## config.mk

```make
export PLATFORM = sky130hd
export DESIGN_NAME = mux_arbiter_4
export DESIGN_NICKNAME = d
export VERILOG_FILES = /design/src/rtl/mux_arb_pkg.sv /design/src/rtl/rr_pick4.sv /design/src/rtl/mux_arbiter_4.sv
export SDC_FILE = /design/constraint.sdc
export NUM_CORES = 1
export LEC_CHECK = 0
export CELL_PAD_IN_SITES_DETAIL_PLACEMENT = 0
export CELL_PAD_IN_SITES_GLOBAL_PLACEMENT = 1
export CORE_MARGIN = 4
export CORE_UTILIZATION = 34
export CTS_CLUSTER_SIZE = 24
export DETAILED_ROUTE_END_ITERATION = 10
export MAX_ROUTING_LAYER = met4
export PLACE_DENSITY_LB_ADDON = 0.3
export SLEW_MARGIN = 10
export SYNTH_ARGS = -nofsm -noshare
export SYNTH_HDL_FRONTEND = slang
export SYNTH_SLANG_ARGS = --single-unit
```

## constraint.sdc

```tcl
create_clock -name clock -period 1.6 [get_ports clock]
set_clock_uncertainty 0.2 [all_clocks]
set_input_delay 0.32 -clock clock [delete_from_list [all_inputs] [get_ports clock]]
set_output_delay 0.32 -clock clock [all_outputs]
set_load 0.01 [all_outputs]
```

## src/rtl/mux_arb_pkg.sv

```systemverilog
// Shared types and constants for the round-robin mux arbiter.
package mux_arb_pkg;

    localparam int NUM_SRC  = 4;
    localparam int SEL_W    = 2;
    localparam int HOLD_MAX = 15;

    typedef enum logic {
        IDLE  = 1'b0,
        GRANT = 1'b1
    } arb_state_e;

    function automatic logic [NUM_SRC-1:0] onehot(input logic [SEL_W-1:0] idx);
        return NUM_SRC'(1) << idx;
    endfunction

endpackage

```

## src/rtl/rr_pick4.sv

```systemverilog
// Rotating priority encoder: first set request at or after ptr, wrapping mod 4.
module rr_pick4
    import mux_arb_pkg::*;
(
    input  logic [NUM_SRC-1:0] req,
    input  logic [SEL_W-1:0]   ptr,
    output logic [SEL_W-1:0]   idx,
    output logic               found
);

    logic [SEL_W-1:0] cand;

    // Scan farthest offset first so the nearest hit to ptr overwrites it.
    always_comb begin
        idx   = ptr;
        found = 1'b0;
        cand  = ptr;
        for (int i = NUM_SRC - 1; i >= 0; i--) begin
            cand = ptr + SEL_W'(i);
            if (req[cand]) begin
                idx   = cand;
                found = 1'b1;
            end
        end
    end

endmodule

```

## src/rtl/mux_arbiter_4.sv

```systemverilog
// Round-robin owner of the registered 4:1 byte mux with bounded hold and a bubble after every release.
// Optional MUX_ARB_LOCK_EN adds a lock input that stretches ownership past the hold limit.
module mux_arbiter_4
    import mux_arb_pkg::*;
#(
    parameter int HOLD_CYCLES = 4,
    parameter int CNT_W       = 4
) (
    input  logic               clock,
    input  logic               reset,
`ifdef MUX_ARB_LOCK_EN
    input  logic               lock,
`endif
    input  logic [NUM_SRC-1:0] req,
    output logic [NUM_SRC-1:0] grant,
    output logic [SEL_W-1:0]   select,
    output logic               busy,
    output logic               sample_valid
);

    arb_state_e         state_q;
    logic [SEL_W-1:0]   ptr_q;
    logic [SEL_W-1:0]   owner_q;
    logic [CNT_W-1:0]   cnt_q;
    logic [NUM_SRC-1:0] grant_q;
    logic [SEL_W-1:0]   select_q;
    logic               busy_q;
    logic               sample_valid_q;

    logic [SEL_W-1:0]   pick_idx;
    logic               pick_found;
    logic               lock_hold;
    logic               release_d;
    logic [CNT_W-1:0]   cnt_d;
    logic [SEL_W-1:0]   ptr_d;

    rr_pick4 u_pick (
        .req   (req),
        .ptr   (ptr_q),
        .idx   (pick_idx),
        .found (pick_found)
    );

`ifdef MUX_ARB_LOCK_EN
    assign lock_hold = lock & req[owner_q];
`else
    assign lock_hold = 1'b0;
`endif

    // Owner drop and hold expiry collapse into one release, so ptr advances once.
    always_comb begin
        release_d = ~req[owner_q] | ((cnt_q == '0) & ~lock_hold);
        cnt_d     = (cnt_q == '0) ? '0 : cnt_q - 1'b1;
        ptr_d     = owner_q + 1'b1;
    end

    always_ff @(posedge clock) begin
        if (reset) begin
            state_q        <= IDLE;
            ptr_q          <= '0;
            owner_q        <= '0;
            cnt_q          <= '0;
            grant_q        <= '0;
            select_q       <= '0;
            busy_q         <= 1'b0;
            sample_valid_q <= 1'b0;
        end else begin
            sample_valid_q <= |grant_q;
            case (state_q)
                IDLE: begin
                    if (pick_found) begin
                        state_q  <= GRANT;
                        owner_q  <= pick_idx;
                        grant_q  <= onehot(pick_idx);
                        select_q <= pick_idx;
                        busy_q   <= 1'b1;
                        cnt_q    <= CNT_W'(HOLD_CYCLES - 1);
                    end else begin
                        grant_q  <= '0;
                        busy_q   <= 1'b0;
                    end
                end
                GRANT: begin
                    if (release_d) begin
                        state_q <= IDLE;
                        grant_q <= '0;
                        busy_q  <= 1'b0;
                        ptr_q   <= ptr_d;
                    end else begin
                        cnt_q   <= cnt_d;
                    end
                end
                default: begin
                    state_q <= IDLE;
                    grant_q <= '0;
                    busy_q  <= 1'b0;
                end
            endcase
        end
    end

    assign grant        = grant_q;
    assign select       = select_q;
    assign busy         = busy_q;
    assign sample_valid = sample_valid_q;

endmodule

```

Word-level counts from Yosys, hierarchy flattened
Cells that the tools add are included.

operators by class
  $add $sub $neg = 5
  multiplexer cells = 30
  reduce and logical (&&, ||, !) cells = 5
  eq/ne operators = 3
  shift operators = 1
  order comparisons = 5
  bitwise logic cells = 3

operators with widths
  kind                                                                          count
  4-bit 2-to-1 mux                                                              5
  4-bit one-hot mux with 2 select lines                                         2
  2-bit by 3-bit less-than comparator with 1-bit output, second input constant  5
  1-bit 2-to-1 mux                                                              12
  1-bit binary-select mux with 2-bit select                                     5
  2-bit 2-to-1 mux                                                              4
  2-bit AND reduction                                                           3
  2-bit by 1-bit adder with 2-bit output, second input constant                 2
  2-bit adder, second input constant                                            2
  4-bit logical NOT                                                             1
  2-bit != test, second input constant                                          2
  1-bit one-hot mux with 2 select lines                                         2
  4-bit OR reduction                                                            1
  1-bit by 2-bit left shift with 4-bit output, first input constant             1
  4-bit by 1-bit subtractor with 4-bit output, second input constant            1
  2-bit by 1-bit != test with 1-bit output, second input constant               1
  1-bit NOT                                                                     2
  1-bit OR                                                                      1

word-level totals
  register bits = 15
  input bits = 6

Logic depth before layout (Yosys ltp)
  depth after elaboration = 10
  mapped depth = 5
  depth with buffers taken out = 5

Hierarchy
Synthesis repeated with hierarchy kept, for this count alone.

unflattened totals
  cell total of the unflattened synthesis = 86
  area total of the unflattened synthesis = 755.7 um^2

by module, submodules not included
  module         sequential area each (um^2)  cells each  area each (um^2)  instances
  mux_arbiter_4  300.3                        70          655.6             1
  rr_pick4       0.0                          16          100.1             1

Worst setup path before layout
OpenSTA, ideal clock, no wires.

  kind = register to register
  start point = reg select[1] (netlist name)
  end point = reg cnt_q[1]
  stages on the path, launching flop included = 6
  arrival time = 1483 ps
  path slack = -198 ps
  cell sequence = dfxtp_1 mux4_2 o211a_4 nor2_8 a21oi_2 o21a_1

RTL lines
  element               line                 RTL
  to (signal assigned)  mux_arbiter_4.sv:77  cnt_q <= CNT_W'(HOLD_CYCLES - 1);
  to (signal assigned)  mux_arbiter_4.sv:90  cnt_q <= cnt_d;
  to (decl)             mux_arbiter_4.sv:24  logic [CNT_W-1:0] cnt_q;

==> flow_summary.yaml <==
final_layout:
  n_antenna_cell: 0
  fill_cells: 194
  nets: 120
  drive_gt1_share_pct: 45.13
  fin_cells: 140
  final_area_um2: 1125
  syn_to_final_growth_pct: 50.33
critical_path:
  cp-end-kind: "register"
  cp.arrival_ns: 1.70
  max_stage_delay_ns: 0.53
  setup.worst_path.class: "register to register"
  critPathSlowestCell: "mux4_2"
  critPathBufInv: 0
  crit_family: "multiplexers"
  crit_fanout: 5
  crit_chain: "mux4_2, o211a_4, nor2_8, a21oi_2, o21a_1"
  startpoint_type: "register"
  crit_required_ns: 1.60
power_and_ir_drop:
  p_leak_nw: 0.5060
  power.density_nw_per_um2: 843.3
  vdd_drop_max_v: 0.0004930
  finalPower_mw: 0.9486
route:
  wl_mm: 1.770
  num_vias: 710
  vias_per_cell: 5.071
  drc: 0
  dr.first_iter.drc_count: 11
  wl_met1_um: 827
  drtPass1Iterations: 4
  routedWlPerCell_um: 12.64
  wl_met3_um: 57
  wl_met2_um: 866
  routed.top_layer: "met4"
  ant_nets: 0
min_path:
  min_path_type: "register to register"
sta:
  slew_headroom_pct: 81.63
  fin_crit_ns: 1.708
  max_slew.worst_pin.slew_ns: 0.2747
  rsz0062_at_grt: "true"
  final_hold_viol_count: 0
  finalSetupViolCount: 11
  hold-worst-slack_ns: 0.2729
  setup_tns_ns: -0.6486
  slew_violations: 0
  fmaxAchievable_ghz: 0.5853
  period_share_pct: 106.8
  worst_slack_ns: -0.1084
synthesis:
  synth_ff_type: "dfxtp_1"
  yosys.area.top_type: "dfxtp_1"
  async_flop_share_pct: 0
  synth_edf_count: 0
  avgSynthCellArea_um2: 9.593
  synthAdderAreaFrac_pct: 0
  ys_top_cells_by_area: "dfxtp_1 40%, nor2_1 5.5%, mux2i_1 4.0%"
  synthMuxAreaShare_pct: 7.023
  syn-cell-area_um2: 748.2
  synth_compound_area_share_pct: 21.91
  synthCells: 78
  ys_seq_elements: 15
  syn_nets: 84
  yosysUniqueCellTypes: 33
  synth_xor_area_share_pct: 1.171
  yosysSeqAreaShare_pct: 40.13
  yosys.area.top_type_share_pct: 40.13
  synth_top_family_by_area: "simple AND/OR/NAND/NOR gates"
  synth_simple_gate_area_share_pct: 26.92
  synth_warnings: 0
floorplanning:
  ios: 14
  coreArea_um2: 2022
  initial_core_util_pct: 37.00
  die_w_um: 54.91
  die_area_um2: 3015
  fp.dieH_um: 54.91
  rows: 16
clock_tree:
  ctsHoldBuffers: 0
  numCtsBuffers: 3
  clk_latency_ns: 0.29
  cts_sinks: 15
  tritoncts: "built"
  h-tree-depth: 1
  clkTransAtPathRegs_ns: 0.09
  clock_path_buffers: 2
  ctsRootBufferMaster: "clkbuf_4"
global_routing:
  grt_pass1_wl_mm: 2.932
  grt_pass1_vias: 680
  antenna_found_initial: 0
  grt_usage_pct: 14.27
  grt_overflow: 0
  grt_max_degree: 10
placed_design:
  dpl_cell_area_um2: 1018
  place.gp.congestion: 0.7682
  port_buffers: 13
  dp_hpwl_mm: 1.315
  placed_cells: 132
outcome:
  status: "finished with violations"
  violations: "setup timing"
job:
  cap_violations: 0
[registers in the layout (all words and copies together), names as in the netlist]
signal and cells:
select 2, busy 1, ptr_q 2, cnt_q 4, sample_valid 1, state_q 1
grant 4
[routing by layer]
| layer | vias to the layer above | global-route usage [%] |
|---|---|---|
| met2 | 10 | 22.44 |
| met3 | 4 | 4.826 |
| li1 | 353 | - |
| met1 | 343 | 17.05 |
| met4 | 0 | 4.858 |
| met5 | - | - |
[layout make-up]
cell class,count,area [um2],share of cell area [%]
timing repair buffer,33,279.0,24.81
inverter,1,3.754,0.3337
multi-input combinational,60,473.0,42.05
sequential,15,307.8,27.36
tap,27,33.78,3.003
clock inverter,1,5.005,0.4449
clock buffer,3,22.52,2.002
[cell usage after synthesis, types with 2 or more instances]
library cell  number
nor2_1            11
dfxtp_1           15
a21oi_2            2
nand3b_1           3
nor3_1             3
a21oi_1            5
o21ai_0            2
mux2i_1            3
nor2b_1            4
nand2_1            7
[through the flow]
step	utilization, %	setup WS [ns]
after floorplan	-	-0.1018
after global placement	50.37	-0.5824
after detailed placement	50.37	-0.6203
after CTS	53.84	-0.1560
after global routing	55.63	-0.1657
final	55.63	-0.1084
[power breakdown]
part,switching [mW],total [mW],internal [mW]
sequential,0.0277,0.433,0.405
clock,0.131,0.224,0.0930
combinational,0.134,0.292,0.158
[layout by cell type, fill, tap and decap left out, drive strengths merged, types with 2 or more instances in the layout]
master and instances:
nand3b 3, nor2 12, clkbuf 3, mux2i 3
clkdlybuf4s15 3, nor2b 4, nand2 7, nor3 3
buf 20, o21ai 3, a21oi 8, nor3b 2
dlygate4sd2 9, dfxtp 15
[final timing paths]
check                 start       end  slack [ns]  cells after the start
setup / recovery  select[1]  cnt_q[1]       -0.11                      5
hold / removal     grant[1]  grant[1]        0.27                      2
setup reg to reg  select[1]  cnt_q[1]       -0.11                      5
hold reg to reg    grant[1]  grant[1]        0.27                      2
[cells by family after synthesis]
logic type      Yosys count
compound gates           20
xor+xnor                  1
buf+inv                   3
flops                    15
mux                       4
simple gates             35
[repair_timing]
item | in CTS | in global routing
setup buffers | 2 | 2
pin swaps | 8 | 5
resized for setup | 30 | 6
endpoints found under the setup margin | 22 | 14
[tightest hold or removal path: cells and delay by family, from the launching register on]
family / cells / cell delay [ns]
flip-flops: 1 / 0.34
AND/OR/NAND/NOR: 1 / 0.06
AO/OA/AOI/OAI: 1 / 0.04
Power figures use the tool's default switching activity.
